<file path="config.mk">
export PLATFORM = sky130hd
export DESIGN_NAME = ex_mem_skid_stage_flat
export DESIGN_NICKNAME = d
export VERILOG_FILES = /design/src/rtl/pipe_pkg.sv /design/src/rtl/ex_mem_skid_stage_if.sv /design/src/rtl/pipe_sat_counter.sv /design/src/rtl/ex_mem_skid_stage.sv /design/src/flat_wrapper.sv
export SDC_FILE = /design/constraint.sdc
export NUM_CORES = 1
export LEC_CHECK = 0
export CAP_MARGIN = 20
export CORE_MARGIN = 3
export CORE_UTILIZATION = 51
export DETAILED_ROUTE_END_ITERATION = 16
export PLACE_DENSITY = 0.81
export SLEW_MARGIN = 20
export SYNTH_ARGS = -nofsm -noshare
export SYNTH_HDL_FRONTEND = slang
export SYNTH_SLANG_ARGS = --single-unit
</file>
<file path="constraint.sdc">
create_clock -name clk -period 2.9 [get_ports clk]
set_input_delay 0.725 -clock clk [delete_from_list [all_inputs] [get_ports clk]]
set_output_delay 0.725 -clock clk [all_outputs]
set_load 0.02 [all_outputs]
</file>
<file path="src/rtl/pipe_pkg.sv">
// Shared types and constants for the EX/MEM skid stage.
package pipe_pkg;

  // Occupancy of the stage; the encoding is visible on the status port.
  typedef enum logic [1:0] {
    EMPTY = 2'b00,
    ONE   = 2'b01,
    FULL  = 2'b10
  } stage_state_t;

  // Control bits cleared on a memread+memwrite conflict: regwrite, memwrite, memread.
  localparam logic [7:0] HAZ_MASK_DEFAULT = 8'h0D;

endpackage

</file>
<file path="src/rtl/ex_mem_skid_stage_if.sv">
// Handshake bundle between EX (upstream), the EX/MEM stage and MEM (downstream).
// The slave modport is the stage's view; the master modport is the surrounding pipeline.
interface ex_mem_skid_stage_if #(
  parameter int DATA_W = 64,
  parameter int CTRL_W = 8
);

  logic              in_valid;
  logic              in_ready;
  logic [DATA_W-1:0] in_data;
  logic [CTRL_W-1:0] in_ctrl;
  logic              out_valid;
  logic              out_ready;
  logic [DATA_W-1:0] out_data;
  logic [CTRL_W-1:0] out_ctrl;
  logic              out_hazard;

  modport slave (
    input  in_valid, in_data, in_ctrl, out_ready,
    output in_ready, out_valid, out_data, out_ctrl, out_hazard
  );

  modport master (
    output in_valid, in_data, in_ctrl, out_ready,
    input  in_ready, out_valid, out_data, out_ctrl, out_hazard
  );

endinterface

</file>
<file path="src/rtl/pipe_sat_counter.sv">
// Saturating up-counter used for the stage's performance statistics.
module pipe_sat_counter #(
  parameter int CNT_W = 32
) (
  input  logic             clk,
  input  logic             reset_n,
  input  logic             clr,
  input  logic             inc,
  output logic [CNT_W-1:0] count
);

  // Clear beats increment; once all-ones the value sticks until cleared.
  always_ff @(posedge clk or negedge reset_n) begin
    if (!reset_n) begin
      count <= '0;
    end else if (clr) begin
      count <= '0;
    end else if (inc && (count != {CNT_W{1'b1}})) begin
      count <= count + 1'b1;
    end
  end

endmodule

</file>
<file path="src/rtl/ex_mem_skid_stage.sv">
// EX/MEM pipeline stage: head + skid register pair with a registered in_ready,
// squash of conflicting memory control bits, branch flush and statistics.
module ex_mem_skid_stage
  import pipe_pkg::*;
#(
  parameter int                DATA_W    = 64,
  parameter int                CTRL_W    = 8,
  parameter int                MEMRD_BIT = 3,
  parameter int                MEMWR_BIT = 2,
  parameter logic [CTRL_W-1:0] HAZ_MASK  = CTRL_W'(HAZ_MASK_DEFAULT),
  parameter int                CNT_W     = 32
) (
  input  logic                 clk,
  input  logic                 reset_n,
  input  logic                 flush,
  input  logic                 clr_counters,
  ex_mem_skid_stage_if.slave   bus,
  output logic [1:0]           status,
  output logic [CNT_W-1:0]     xfer_count,
  output logic [CNT_W-1:0]     stall_count,
  output logic [CNT_W-1:0]     hazard_count
);

  stage_state_t      state_q, state_d;
  logic              in_ready_q;
  logic [DATA_W-1:0] head_data_q, skid_data_q;
  logic [CTRL_W-1:0] head_ctrl_q, skid_ctrl_q;
  logic              head_haz_q, skid_haz_q;

  logic              head_valid;
  logic              accept, pop, conflict;
  logic [CTRL_W-1:0] in_ctrl_sq;
  logic              load_head_in, load_head_skid, load_skid;

  assign head_valid = (state_q != EMPTY);
  assign accept     = bus.in_valid && in_ready_q;
  assign pop        = head_valid && bus.out_ready;
  assign conflict   = bus.in_ctrl[MEMRD_BIT] && bus.in_ctrl[MEMWR_BIT];
  assign in_ctrl_sq = conflict ? (bus.in_ctrl & ~HAZ_MASK) : bus.in_ctrl;

  // Next occupancy and which storage registers load; flush overrides any handshake.
  always_comb begin
    state_d        = state_q;
    load_head_in   = 1'b0;
    load_head_skid = 1'b0;
    load_skid      = 1'b0;
    if (flush) begin
      state_d = EMPTY;
    end else begin
      case (state_q)
        EMPTY: begin
          if (accept) begin
            state_d      = ONE;
            load_head_in = 1'b1;
          end
        end
        ONE: begin
          if (accept && pop) begin
            load_head_in = 1'b1;
          end else if (accept) begin
            state_d   = FULL;
            load_skid = 1'b1;
          end else if (pop) begin
            state_d = EMPTY;
          end
        end
        FULL: begin
          if (pop) begin
            state_d        = ONE;
            load_head_skid = 1'b1;
          end
        end
        default: state_d = EMPTY;
      endcase
    end
  end

  // State register; in_ready is registered from the next state so out_ready never reaches it combinationally.
  always_ff @(posedge clk or negedge reset_n) begin
    if (!reset_n) begin
      state_q    <= EMPTY;
      in_ready_q <= 1'b0;
    end else begin
      state_q    <= state_d;
      in_ready_q <= (state_d != FULL);
    end
  end

  // Payload storage: head feeds the outputs, skid absorbs the entry that arrives while MEM stalls.
  always_ff @(posedge clk or negedge reset_n) begin
    if (!reset_n) begin
      head_data_q <= '0;
      head_ctrl_q <= '0;
      head_haz_q  <= 1'b0;
      skid_data_q <= '0;
      skid_ctrl_q <= '0;
      skid_haz_q  <= 1'b0;
    end else begin
      if (load_head_in) begin
        head_data_q <= bus.in_data;
        head_ctrl_q <= in_ctrl_sq;
        head_haz_q  <= conflict;
      end else if (load_head_skid) begin
        head_data_q <= skid_data_q;
        head_ctrl_q <= skid_ctrl_q;
        head_haz_q  <= skid_haz_q;
      end
      if (load_skid) begin
        skid_data_q <= bus.in_data;
        skid_ctrl_q <= in_ctrl_sq;
        skid_haz_q  <= conflict;
      end
    end
  end

  assign bus.in_ready   = in_ready_q;
  assign bus.out_valid  = head_valid;
  assign bus.out_data   = head_data_q;
  assign bus.out_ctrl   = head_ctrl_q;
  assign bus.out_hazard = head_haz_q;
  assign status         = state_q;

  pipe_sat_counter #(.CNT_W(CNT_W)) u_xfer_cnt (
    .clk     (clk),
    .reset_n (reset_n),
    .clr     (clr_counters),
    .inc     (pop && !flush),
    .count   (xfer_count)
  );

  pipe_sat_counter #(.CNT_W(CNT_W)) u_stall_cnt (
    .clk     (clk),
    .reset_n (reset_n),
    .clr     (clr_counters),
    .inc     (head_valid && !bus.out_ready),
    .count   (stall_count)
  );

  pipe_sat_counter #(.CNT_W(CNT_W)) u_hazard_cnt (
    .clk     (clk),
    .reset_n (reset_n),
    .clr     (clr_counters),
    .inc     (accept && conflict && !flush),
    .count   (hazard_count)
  );

endmodule

</file>
<file path="src/flat_wrapper.sv">
// flat-port wrapper written by rule: the top's interface ports become plain ports
module ex_mem_skid_stage_flat import pipe_pkg::*;
#(
  parameter int                DATA_W    = 64,
  parameter int                CTRL_W    = 8,
  parameter int                MEMRD_BIT = 3,
  parameter int                MEMWR_BIT = 2,
  parameter logic [CTRL_W-1:0] HAZ_MASK  = CTRL_W'(HAZ_MASK_DEFAULT),
  parameter int                CNT_W     = 32
)
  (clk, reset_n, flush, clr_counters, status, xfer_count, stall_count, hazard_count, bus_in_valid, bus_in_data, bus_in_ctrl, bus_out_ready, bus_in_ready, bus_out_valid, bus_out_data, bus_out_ctrl, bus_out_hazard);
  ex_mem_skid_stage_if #(.DATA_W(DATA_W), .CTRL_W(CTRL_W)) bus_i ();
  input  logic clk;
  input  logic reset_n;
  input  logic flush;
  input  logic clr_counters;
  output logic [1:0] status;
  output logic [CNT_W-1:0] xfer_count;
  output logic [CNT_W-1:0] stall_count;
  output logic [CNT_W-1:0] hazard_count;
  input wire logic [$bits(bus_i.in_valid)-1:0] bus_in_valid;
  input wire logic [$bits(bus_i.in_data)-1:0] bus_in_data;
  input wire logic [$bits(bus_i.in_ctrl)-1:0] bus_in_ctrl;
  input wire logic [$bits(bus_i.out_ready)-1:0] bus_out_ready;
  output wire logic [$bits(bus_i.in_ready)-1:0] bus_in_ready;
  output wire logic [$bits(bus_i.out_valid)-1:0] bus_out_valid;
  output wire logic [$bits(bus_i.out_data)-1:0] bus_out_data;
  output wire logic [$bits(bus_i.out_ctrl)-1:0] bus_out_ctrl;
  output wire logic [$bits(bus_i.out_hazard)-1:0] bus_out_hazard;
  assign bus_i.in_valid = bus_in_valid;
  assign bus_i.in_data = bus_in_data;
  assign bus_i.in_ctrl = bus_in_ctrl;
  assign bus_i.out_ready = bus_out_ready;
  assign bus_in_ready = bus_i.in_ready;
  assign bus_out_valid = bus_i.out_valid;
  assign bus_out_data = bus_i.out_data;
  assign bus_out_ctrl = bus_i.out_ctrl;
  assign bus_out_hazard = bus_i.out_hazard;
  ex_mem_skid_stage #(.DATA_W(DATA_W), .CTRL_W(CTRL_W), .MEMRD_BIT(MEMRD_BIT), .MEMWR_BIT(MEMWR_BIT), .HAZ_MASK(HAZ_MASK), .CNT_W(CNT_W)) u_core (.clk(clk), .reset_n(reset_n), .flush(flush), .clr_counters(clr_counters), .bus(bus_i), .status(status), .xfer_count(xfer_count), .stall_count(stall_count), .hazard_count(hazard_count));
endmodule
</file>
==> impl_results.md, run 1 <==
- Post-DP HPWL: 20,700 um
- Final TNS setup: 0 ns
- Drt drc: 0
- Die area: 24,000 um2
- # setup viols final: 0
- Post-Layout Cell Count: 1,664
- Pre-CTS WS: -0.0220 ns
- Cell variety after synth: 56
- Num ports: 251
- Ys flop type: dfrtp_1
- CTS tree: done
- Initial DRC Count: 608
- Synth Net Count: 1,180
- CP Cell Sequence: nand4_1, or4_1, o31ai_2, o21ai_0, a21oi_1
- Worst path buffer plus inverter count: 0
- Hold Fails Final Rpt: 0
- Maximum clock path buffer count: 3
- IO Port Bufs: 250
- Placed Instances: 1,614
- Ys async rst share: 100%
- Clk root buf: clkbuf_16
- Syn_area_per_cell: 10.3 um2
- CTS Buf Count: 26
- Fillcell total: 1,533
- Core ar.: 21,400 um2
- Initial antenna violation count: 1
- Die Y: 155 um
- First-pass GRT wire length: 49,200 um
- WL final: 30,400 um
- Clock latency on the worst-skew pair: 0.52 ns
- Worst EP required: 3.34 ns
- Hold_buf cts: 0
- 1st-pass router iterations: 5
- Finished Core Util: 71.5%
- CTS Sinks: 245
- Initial Util: 52.9%
- Synth top area share: 54.2%
- LEAKAGE: 0.00640 uW
- Final Net Count: 1,448
- Setup CP Type: flop to flop
- Via density: 5.88
- Number of synthesized flops with an enable pin: 0
- Routed Antenna Nets: 0
- FMAX: 374 MHz
- Hold Crit Class: input port to asynchronous set/reset pin
- CP top delay family: compound AO/OA/AOI/OAI gates
- GRT Util Overall: 24.5%
- Share of layout cells above drive strength 1: 14.3%
- Die W: 155 um
- CP startpoint kind: flop
- Delay of the slowest critical-path stage: 0.92 ns
- Setup ws final: 0.223 ns
- Power consumption: 8970 uW
- Post-CTS Setup Inserts: 0
- Seq/Total Area, Yosys: 54.2%
- Max FO, Critical Path: 18
- Total number of vias: 9,783
- # H-tree levels: 1
- Slowest cell on the critical path: o31ai_2
- Syn Inst Count: 1,099
- Area of the multi-input gates: 4930 um2
- Clock skew: 0.0149 ns
- Post-cts sizing count: 0
- VDD IR max: 0.459 mV
- Fin crit share: 92.3%
- Wirelength per Cell: 18.2 um
- Post-Syn Area: 11,300 um2
- RSZ-0062 raised after global routing: no
- Cell taking the most area after synthesis: dfrtp_1
- Fin. max-slew vios: 0
- Count of state elements after synthesis: 245
- PwrDens: 586 nW/um2
- CTS clk-pin slew, worst paths: 0.06 ns
- Sequential Area: 6130 um2
- Remaining Overflow, GRT: 0
- Largest net degree at the start of global routing: 74
- Routability congestion estimate: 0.873
- Min Tclk post-route: 2.68 ns
- Row cnt: 53
- CP arrival: 3.11 ns
- Vias in the first global route: 9,593
- Total of max-cap violations: 0
- Worst setup EP type: flop
- Slew HR: 31.1%
- Status: completed
- Area delta synth->final: 35.2%
- YS warnings: 0
- Slew @ Worst Pin: 1.03 ns
- Top cells by area, synth: dfrtp_1, mux2_2, nand2_1
==> cell usage in the layout, fill, tap and decap left out, drive strengths merged, types with 17 or more instances in the layout <==
cell type / count
clkdlybuf4s50: 248
dfrtp: 245
nand2: 187
mux2: 79
a22oi: 69
a21oi: 68
buf: 52
nor2: 45
o21ai: 40
nand4: 38
clkbuf: 37
or3: 36
or4: 29
o31ai: 25
nand3: 24
inv: 17
==> flip-flops by register name, summed over array words and instances (netlist names), 2 cells and up <==
signal,cells
u_core.skid_ctrl_q,8
u_core.u_xfer_cnt.count,32
u_core.u_stall_cnt.count,32
u_core.bus.out_data,64
u_core.skid_data_q,64
u_core.bus.out_ctrl,8
u_core.status,2
u_core.u_hazard_cnt.count,32
==> where the power goes <==
group | internal, uW | total, uW | switching [uW]
clock network | 1940 | 3280 | 1340
registers | 3910 | 4190 | 276
logic | 775 | 1500 | 726
total | 6630 | 8970 | 2340
==> cells by family after synthesis <==
group	after synthesis	synth area share (%)
AOI/OAI and AO/OA	233	13.4
xor gates and xnor gates	19	1.47
adders and majority gates	3	0.332
buffers and inverters	77	2.72
DFF	245	54.2
muxes	83	8.21
and+or+nand+nor	439	19.8
==> layout make-up <==
class,count,share of cell area [%]
Timing Repair Buffer,300,19.5
Clock buffer,37,5.05
Clock inverter,11,0.556
Tap cell,275,2.25
Inverter,17,0.417
Multi-Input combinational cell,777,32.2
Antenna cell,2,0.0327
Sequential cell,245,40.0
==> Yosys cell counts, drive strengths merged (3+ instances only) <==
cell and count:
a21oi 68, a22oi 69, a31o 4, and2 10, and3 9, and4 9
buf 20, clkbuf 40, dfrtp 245, ha 3, inv 17, mux2 79
mux2i 4, nand2 187, nand2b 5, nand3 24, nand4 38, nor2 45
nor2b 12, nor3 7, nor4 14, o2111ai 4, o211ai 3, o21ai 40
o31ai 25, o41ai 3, or2 6, or3 36, or4 29, xnor2 9
xor2 10
==> stage by stage <==
step	cell area, um2	hold slack (ns)
2_1_floorplan	11300	0.429
3_3_place_gp	14400	0.456
3_5_place_dp	14400	0.462
4_1_cts	15300	0.182
5_1_grt	15300	0.213
6_report	15300	0.162
==> layer usage <==
metal,vias to the layer above,wire [um],track usage [%]
met4,0,911,7.36
met2,355,14500,39.6
met3,57,1940,4.26
li1,4561,-,-
met1,4810,13000,34.3
met5,-,0,0
==> final timing paths <==
kind	start	endpoint	slack (ns)	depth (start not counted)
min	reset_n	u_core.u_hazard_cnt.count[30]	0.16	1
min in group clk	u_core.bus.out_data[41]	u_core.bus.out_data[41]	0.47	2
max reg2reg	u_core.u_xfer_cnt.count[13]	u_core.u_xfer_cnt.count[7]	0.22	5
max in group asynchronous	reset_n	u_core.bus.out_data[22]	1.95	2
max	u_core.u_xfer_cnt.count[13]	u_core.u_xfer_cnt.count[7]	0.22	5
min reg2reg	u_core.bus.out_data[41]	u_core.bus.out_data[41]	0.47	2
(Power assumes the default switching activity.)
==> inputs of run 2 (changes only) <==
- CORE_UTILIZATION: 51 -> 46
- PLACE_DENSITY: 0.81 -> 0.77
- clock period: 2.9 -> 2.2 ns (I/O delays scaled with it)
==> run 2 against run 1 <==
Effect of this change: hold slack improved by 0.31 ns; wire length is 8.5% higher; setup slack worse by 0.19 ns; global-route usage down 0.33 points; core utilization down 3.3 points; first-iteration DRC count grew 13%; clock skew rose by 0.00052 ns; flip-flop and latch count did not move; critical path depth shrank 4; sequential share of layout area down 2.2 points; design area rose by 6.1%; register-to-register slack worse by 0.15 ns; highest routed layer unchanged.
==> impl_results.md, run 2 (synthesis gave the netlist of run 1 again) <==
- RSZ-0062 raised after global routing: yes
- Final Net Count: 1,537
- Min Tclk post-route: 2.16 ns
- Clock latency on the worst-skew pair: 0.53 ns
- Clock skew: 0.0154 ns
- Initial Util: 47.5%
- Total number of vias: 10.1k
- Hold_sp: u_core.bus.out_data[49]
- Power consumption: 12,000 uW
- Die W: 163 um
- Die area: 26,500 um2
- Slew @ Worst Pin: 0.569 ns
- First-pass GRT wire length: 53,200 um
- Vias in the first global route: 10.3k
- Clk root buf: clkbuf_16
- Clock share of power: 36.7%
- Routability congestion estimate: 0.889
- Placed Instances: 1,745
- Switching Fraction: 26.2%
- 1st-pass router iterations: 7
- Reg power frac: 46.3%
- Die Y: 163 um
- Initial DRC Count: 690
- Worst EP required: 1.65 ns
- Setup CP Type: flop to primary output
- Setup ws final: 0.0363 ns
- Largest net degree at the start of global routing: 53
- Logic gate share of total power: 17.1%
- Worst path buffer plus inverter count: 1
- Most frequent cells in the layout: dfrtp_1, clkdlybuf4s50_1, nand2_1
- GRT Util Overall: 24.2%
- # setup viols final: 0
- Routed Antenna Nets: 0
- # H-tree levels: 1
- Fin. max-slew vios: 0
- Hold Crit Class: flop to flop
- CTS Buf Count: 26
- Delay of the slowest critical-path stage: 0.65 ns
- Met3 wire length: 1850 um
- Slew HR: 62.0%
- Commonest non-fill, non-tap cell in the layout: dfrtp_1
- Hold Fails Final Rpt: 0
- Worst Setup SP: u_core.u_stall_cnt.count[6]
- Worst setup EP type: primary output
- CP Cell Sequence: clkdlybuf4s50_1
- Remaining Overflow, GRT: 0
- CP arrival: 1.61 ns
- Fin crit share: 98.4%
- CTS clk-pin slew, worst paths: 0.06 ns
- IO Port Bufs: 250
- CTS Sinks: 245
- Wirelength per Cell: 18.4 um
- CTS tree: done
- LEAKAGE: 0.00758 uW
- Initial antenna violation count: 0
- FF-to-FF setup slack: 0.07 ns
- Maximum clock path buffer count: 3
- Diodes inserted: 0
- Post-DP HPWL: 23,100 um
- VDD IR max: 0.678 mV
- CP startpoint kind: flop
- Share of layout cells above drive strength 1: 20.7%
- Power Internal: 8820 uW
- Metal-1 WL: 13,700 um
- Area delta synth->final: 43.5%
- Post-Layout Cell Count: 1,793
- Status: completed
- CP top delay family: buffers and inverters
- Via density: 5.66
- FMAX: 462 MHz
- DR top layer: met4
- WHS: 0.471 ns
- Sw Pwr: 3130 uW
- Drt drc: 0
- PwrDens: 736 nW/um2
- Num ports: 251
- Critical R2R Launch: u_core.u_xfer_cnt.count[13]
- Pre-CTS WS: -0.453 ns
- Slowest cell on the critical path: clkdlybuf4s50_1
- WL final: 32,900 um
- Max FO, Critical Path: 5
- Total of max-cap violations: 0
- Core ar.: 23,800 um2
- Met2 wire length: 16,500 um
- Row cnt: 56
[run 2: cell types whose count changed in the layout (fill, tap and decap cells not counted), moves of 3 or more]
| cell | delta |
|---|---|
| clkdlybuf4s50_1 | -51 |
| clkbuf_1 | +3 |
| dlymetal6s2s_1 | +31 |
| nor4_1 | -3 |
| dlygate4sd2_1 | +19 |
| dfrtp_1 | -10 |
| dfrtp_2 | +10 |
| buf_12 | +6 |
| clkinv_2 | -3 |
| buf_4 | +81 |
[run 2: tightest hold or removal path, stage by stage, from the launching register on]
cell and delay [ns]:
dfrtp_1 0.34, nand2_1 0.05, nand2_1 0.05
[run 2: timing repair]
action / CTS / global route
hold buffers: 1 / 0
pin swaps: 3 / 6
endpoints found under the hold margin: 44 / 0
gates resized for setup: 24 / 42
endpoints found under the setup margin: 22 / 52
buffers inserted: 1 / 0
[run 2: worst paths after layout]
kind	cells after the start	end
min reg2reg	2	u_core.bus.out_data[49]
min in group asynchronous	2	u_core.u_stall_cnt.count[9]
min	2	u_core.bus.out_data[49]
max reg2reg	6	u_core.u_xfer_cnt.count[1]
max	1	stall_count[6]
max in group asynchronous	3	u_core.skid_data_q[49]
[run 2: area by class of cell]
type | count | area, um2
inverters | 17 | 63.8
clock inverters | 8 | 92.6
fillers | 1862 | 7580
multi-input cells | 777 | 5010
clock buffers | 38 | 757
flip-flops and latches | 245 | 6140
well taps | 319 | 399
repair buffers | 389 | 3780
[run 2: routing by layer]
metal | up-vias | track usage [%]
met4 | 0 | 6.31
met2 | 318 | 41.0
met1 | 5041 | 32.5
li1 | 4728 | -
met5 | - | 0
met3 | 60 | 3.92
[run 2: per-stage QoR]
stage                     util, %  setup TNS (ns)  instance area (um2)
after floorplan                 -         -0.0177                11400
after global placement       64.1          -53.19                15300
after detailed placement     64.1          -57.25                15300
after CTS                    67.7               0                16100
after global routing         68.2         -0.0332                16200
final                        68.2               0                16200
[run 2: power groups by stage]
| stage | clock [uW] | combinational (uW) | sequential, uW |
|---|---|---|---|
| floorplan | 0 | 696 | 5820 |
| global placement | 0 | 1990 | 5560 |
| detailed placement | 0 | 2050 | 5590 |
| CTS | 4470 | 2070 | 5530 |
| global route | 4660 | 2210 | 5610 |
| finish | 4380 | 2040 | 5530 |
==> inputs of run 3 (changes only) <==
- CORE_UTILIZATION: 46 -> 57
- DONT_BUFFER_PORTS: default -> 1
- PLACE_DENSITY: 0.77 -> 0.75
==> run 3 against run 2 <==
Effect of this change: the flow now finishes with violations (hold timing); setup slack improved by 0.0082 ns; maximum frequency is 0.38% higher; wire length decreased by 12%; total power fell by 5.6%; design area is 16% lower; hold slack worse by 0.74 ns; largest cell class unchanged.
==> impl_results.md, run 3 (synthesis gave the netlist of run 1 again) <==
- Reg power frac: 52.2%
- Initial Util: 59.3%
- CTS tree: done
- FF-to-FF setup slack: 0.04 ns
- CP arrival: 2.61 ns
- Post-DP HPWL: 19,400 um
- Initial antenna violation count: 0
- Delay of the slowest critical-path stage: 0.50 ns
- LEAKAGE: 0.00606 uW
- Routability congestion estimate: 0.887
- Worst Setup SP: u_core.u_hazard_cnt.count[1]
- Die W: 147 um
- CTS clk-pin slew, worst paths: 0.06 ns
- CTS Sinks: 245
- Final TNS setup: 0 ns
- Via density: 6.13
- Share of layout cells above drive strength 1: 25.0%
- Row cnt: 50
- Switching Fraction: 25.4%
- Logic gate share of total power: 7.6%
- # H-tree levels: 1
- First-pass GRT wire length: 46,700 um
- Power Internal: 8420 uW
- Reg2reg path depth: 6
- Failing checks: hold timing
- Sw Pwr: 2870 uW
- Hold Crit Class: input port to asynchronous set/reset pin
- Fin crit share: 98.0%
- Slew HR: 60.3%
- WHS: -0.265 ns
- Diodes inserted: 0
- Slowest cell on the critical path: or4_4
- CP startpoint kind: flop
- Clock latency on the worst-skew pair: 0.52 ns
- Routed Antenna Nets: 0
- Setup CP Type: flop to flop
- Most frequent cells in the layout: dfrtp_1, nand2_1, buf_4
- VDD IR max: 0.975 mV
- FMAX: 464 MHz
- Total number of vias: 9,145
- Fin. max-slew vios: 0
- Worst EP required: 2.66 ns
- Final Net Count: 1,293
- Largest net degree at the start of global routing: 246
- # setup viols final: 0
- Clk root buf: clkbuf_16
- Maximum clock path buffer count: 3
- Initial DRC Count: 496
- CP Cell Sequence: ha_4, nand3_1, or4_4, or3_4, or4_4, a21oi_2
- Total of max-cap violations: 0
- Area delta synth->final: 20.2%
- Wirelength per Cell: 19.4 um
- Area of the multi-input gates: 5000 um2
- Critical R2R Launch: u_core.u_hazard_cnt.count[1]
- Fillcell total: 1,382
- Die Y: 147 um
- 1st-pass router iterations: 5
- Max FO, Critical Path: 5
- Slew @ Worst Pin: 0.594 ns
- Vias in the first global route: 9,129
- Worst setup EP type: flop
- Clock skew: 0.0153 ns
- Sequential Area: 6140 um2
- Drt drc: 0
- Commonest non-fill, non-tap cell in the layout: dfrtp_1
- Hold Fails Final Rpt: 245
- Core ar.: 19,100 um2
- Most Frequent Cell on Critical Path: or4_4
- Num ports: 251
- Die area: 21,600 um2
- Reg2reg end: u_core.u_hazard_cnt.count[28]
- Clock share of power: 40.2%
- PwrDens: 829 nW/um2
- Min Tclk post-route: 2.16 ns
- GRT Util Overall: 25.9%
- Remaining Overflow, GRT: 0
- Status: finished with violations
- Power consumption: 11,300 uW
- IO Port Bufs: 0
- WL final: 28,900 um
- CTS Buf Count: 26
run 3: changes by cell type in the layout (fill, tap and decap cells not counted), moves of 2 or more:
cell             delta
buf_4              +12
bufinv_16           +2
clkdlybuf4s50_1   -197
nand3_2             -2
buf_12              -7
nand3_1             +2
clkinv_2            +2
clkbuf_8            -2
dlygate4sd2_1      -19
dlymetal6s2s_1     -31
run 3: timing repair:
action | CTS | global route
endpoints found under the hold margin | 245 | 245
pin swaps | 0 | 4
resized for setup | 1 | 10
buffers inserted | 0 | 2
setup endpoints to repair | 1 | 25
run 3: power by group through the flow:
stage               Combinational (uW)  Clock (uW)  Sequential (uW)
floorplan                          696           0             5820
global placement                   804           0             5920
detailed placement                 859           0             5960
CTS                                868        4600             5890
global route                       960        4780             5950
finish                             858        4540             5880
run 3: layout make-up:
type,count,share of cell area [%]
sequential,245,45.1
tap,260,2.39
timing repair buffer,145,8.70
multi-input combinational,777,36.8
inverter,17,0.469
clock buffer,35,5.33
clock inverter,12,1.20
run 3: critical path, delay by kind of cell (launching register included):
family                   cells  cell delay, ns
flip-flops                   1            0.38
AO/OA/AOI/OAI                1            0.12
adder cells (fa/ha/maj)      1            0.14
AND/OR/NAND/NOR              4            1.45
run 3: how the worst max path moves through the flow:
stage / endpoint / slack [ns] / depth (start not counted)
global route: u_core.u_hazard_cnt.count[7] / -0.01 / 8
floorplan: u_core.u_hazard_cnt.count[28] / -0.01 / 6
detailed placement: u_core.u_hazard_cnt.count[26] / -0.02 / 6
global placement: u_core.u_hazard_cnt.count[28] / 0.05 / 6
finish: u_core.u_hazard_cnt.count[28] / 0.04 / 6
CTS: u_core.u_hazard_cnt.count[28] / 0.008 / 6
run 3: routing by layer:
metal / up-vias / GRT usage [%] / part of all wire (%)
li1: 4235 / - / -
met1: 4496 / 32.5 / 38
met2: 356 / 43.8 / 49
met3: 58 / 8.11 / 10
met4: 0 / 6.94 / 2.7
met5: - / 0 / 0
run 3: through the flow:
step                      setup WS [ns]  hold WS (ns)  instance area, um2  utilization, %  instances
final                            0.0445        -0.265               13600            71.3       1491
after global routing            -0.0137        -0.287               13600            71.3       1491
after CTS                       0.00804        -0.285               13500            71.0       1489
after detailed placement        -0.0152         0.261               12600            66.3       1442
after global placement           0.0467         0.262               12600            66.3       1442
after floorplan                 -0.0132         0.254               11400               -       1099
==> variant: new RTL, flow settings as in run 2 <==
`CNT_W` is set to 32 in 3 places; all go to 28.
--- a/src/rtl/pipe_sat_counter.sv
+++ b/src/rtl/pipe_sat_counter.sv
@@ -1,6 +1,6 @@
 // Saturating up-counter used for the stage's performance statistics.
 module pipe_sat_counter #(
-  parameter int CNT_W = 32
+  parameter int CNT_W = 28
 ) (
   input  logic             clk,
   input  logic             reset_n,
--- a/src/rtl/ex_mem_skid_stage.sv
+++ b/src/rtl/ex_mem_skid_stage.sv
@@ -8,7 +8,7 @@
   parameter int                MEMRD_BIT = 3,
   parameter int                MEMWR_BIT = 2,
   parameter logic [CTRL_W-1:0] HAZ_MASK  = CTRL_W'(HAZ_MASK_DEFAULT),
-  parameter int                CNT_W     = 32
+  parameter int                CNT_W     = 28
 ) (
   input  logic                 clk,
   input  logic                 reset_n,
--- a/src/flat_wrapper.sv
+++ b/src/flat_wrapper.sv
@@ -6,7 +6,7 @@
   parameter int                MEMRD_BIT = 3,
   parameter int                MEMWR_BIT = 2,
   parameter logic [CTRL_W-1:0] HAZ_MASK  = CTRL_W'(HAZ_MASK_DEFAULT),
-  parameter int                CNT_W     = 32
+  parameter int                CNT_W     = 28
 )
   (clk, reset_n, flush, clr_counters, status, xfer_count, stall_count, hazard_count, bus_in_valid, bus_in_data, bus_in_ctrl, bus_out_ready, bus_in_ready, bus_out_valid, bus_out_data, bus_out_ctrl, bus_out_hazard);
   ex_mem_skid_stage_if #(.DATA_W(DATA_W), .CTRL_W(CTRL_W)) bus_i ();
Interface: changed (resized hazard_count, stall_count and xfer_count); port bits go from 251 to 239. No check against the original RTL was run, so the function may have changed too.
==> variant against run 2 <==
Global-route usage is 1.4 points lower; register-to-register slack got worse by 0.06 ns; clock skew increased by 0.0012 ns; final cell count down 10%; sequential power decreased by 4.2%; design area down 6.7%; area after synthesis is 6.6% lower; power grew 1.7%; sequential cell count decreased by 12; critical path depth rose by 4; wire length shrank 12%; setup slack worse by 0.028 ns; sequential share of layout area increased by 0.81 points.
==> variant: results (changes against run 2) <==
yosysUniqueCellTypes: 57  # +1.8%
r2r_cells: 5  # -1
wl_met2_um: 14100  # -14%
drt-wirelength-per-cell_um: 18.0  # -1.9%
drt-total-wl_um: 29000  # -12%
status: "completed"
gp_congestion: 0.855  # -3.8%
vias_per_cell: 5.60  # -1.1%
rr_endpoint: "u_core.u_xfer_cnt.count[26]"
num-multi-input-gates: 701  # -9.8%
leakagePower_nw: 6.96  # -8.2%
slowest_stage: "or4_4"
numPortBuffers: 238  # -4.8%
synth_xor_area_frac: 0.0240  # +0.00932
wl_met3_um: 1630  # -12%
synthTopCellsByArea: "dfrtp_1 (55%), mux2_2 (7.6%), nand2_1 (6.1%)"
layout-area-overhead-vs-synth_pct: 43.2
post-place-ws_ns: -0.302  # +0.151 ns
cp_slowest_stage_delay_ns: 0.58  # -0.07 ns
hold_start: "u_core.bus.out_data[30]"
pg_clk_mw: 4.82  # +10%
max-slew-margin-rel: 0.676  # +0.0555
cts_resized: 19  # -21%
hold_end: "u_core.bus.out_data[30]"
p_sw_frac: 0.257  # -0.00509
synth_compound_area_frac: 0.122  # -0.0119
dp.final_hpwl_um: 19900  # -14%
dpl-instance-area_sq_um: 14100  # -7.7%
r2r-start: "u_core.u_xfer_cnt.count[10]"
num-clock-buffers: 35  # -7.9%
cp_max_fo: 6  # +1
whs_ns: 0.473  # +0.00180 ns
## variant: cell count changes after synthesis, sizes merged, moves of 11 or more
| cell | delta |
|---|---|
| dfrtp | -12 |
| nand4 | -11 |
| xnor2 | +11 |
| a21oi | -21 |
| nand2 | -14 |
| o21ai | -12 |
## variant: how the worst max path moves through the flow
stage | from | to | slack (ns) | cells past startpoint
after detailed placement | bus_out_ready | u_core.skid_data_q[7] | -0.30 | 6
after CTS | u_core.u_stall_cnt.count[12] | stall_count[12] | 0.001 | 1
after global routing | u_core.u_xfer_cnt.count[10] | u_core.u_xfer_cnt.count[26] | -0.06 | 5
after global placement | bus_out_ready | u_core.u_stall_cnt.count[15] | -0.29 | 7
final | u_core.u_xfer_cnt.count[10] | u_core.u_xfer_cnt.count[26] | 0.008 | 5
after floorplan | flush | u_core.skid_data_q[41] | -0.08 | 6
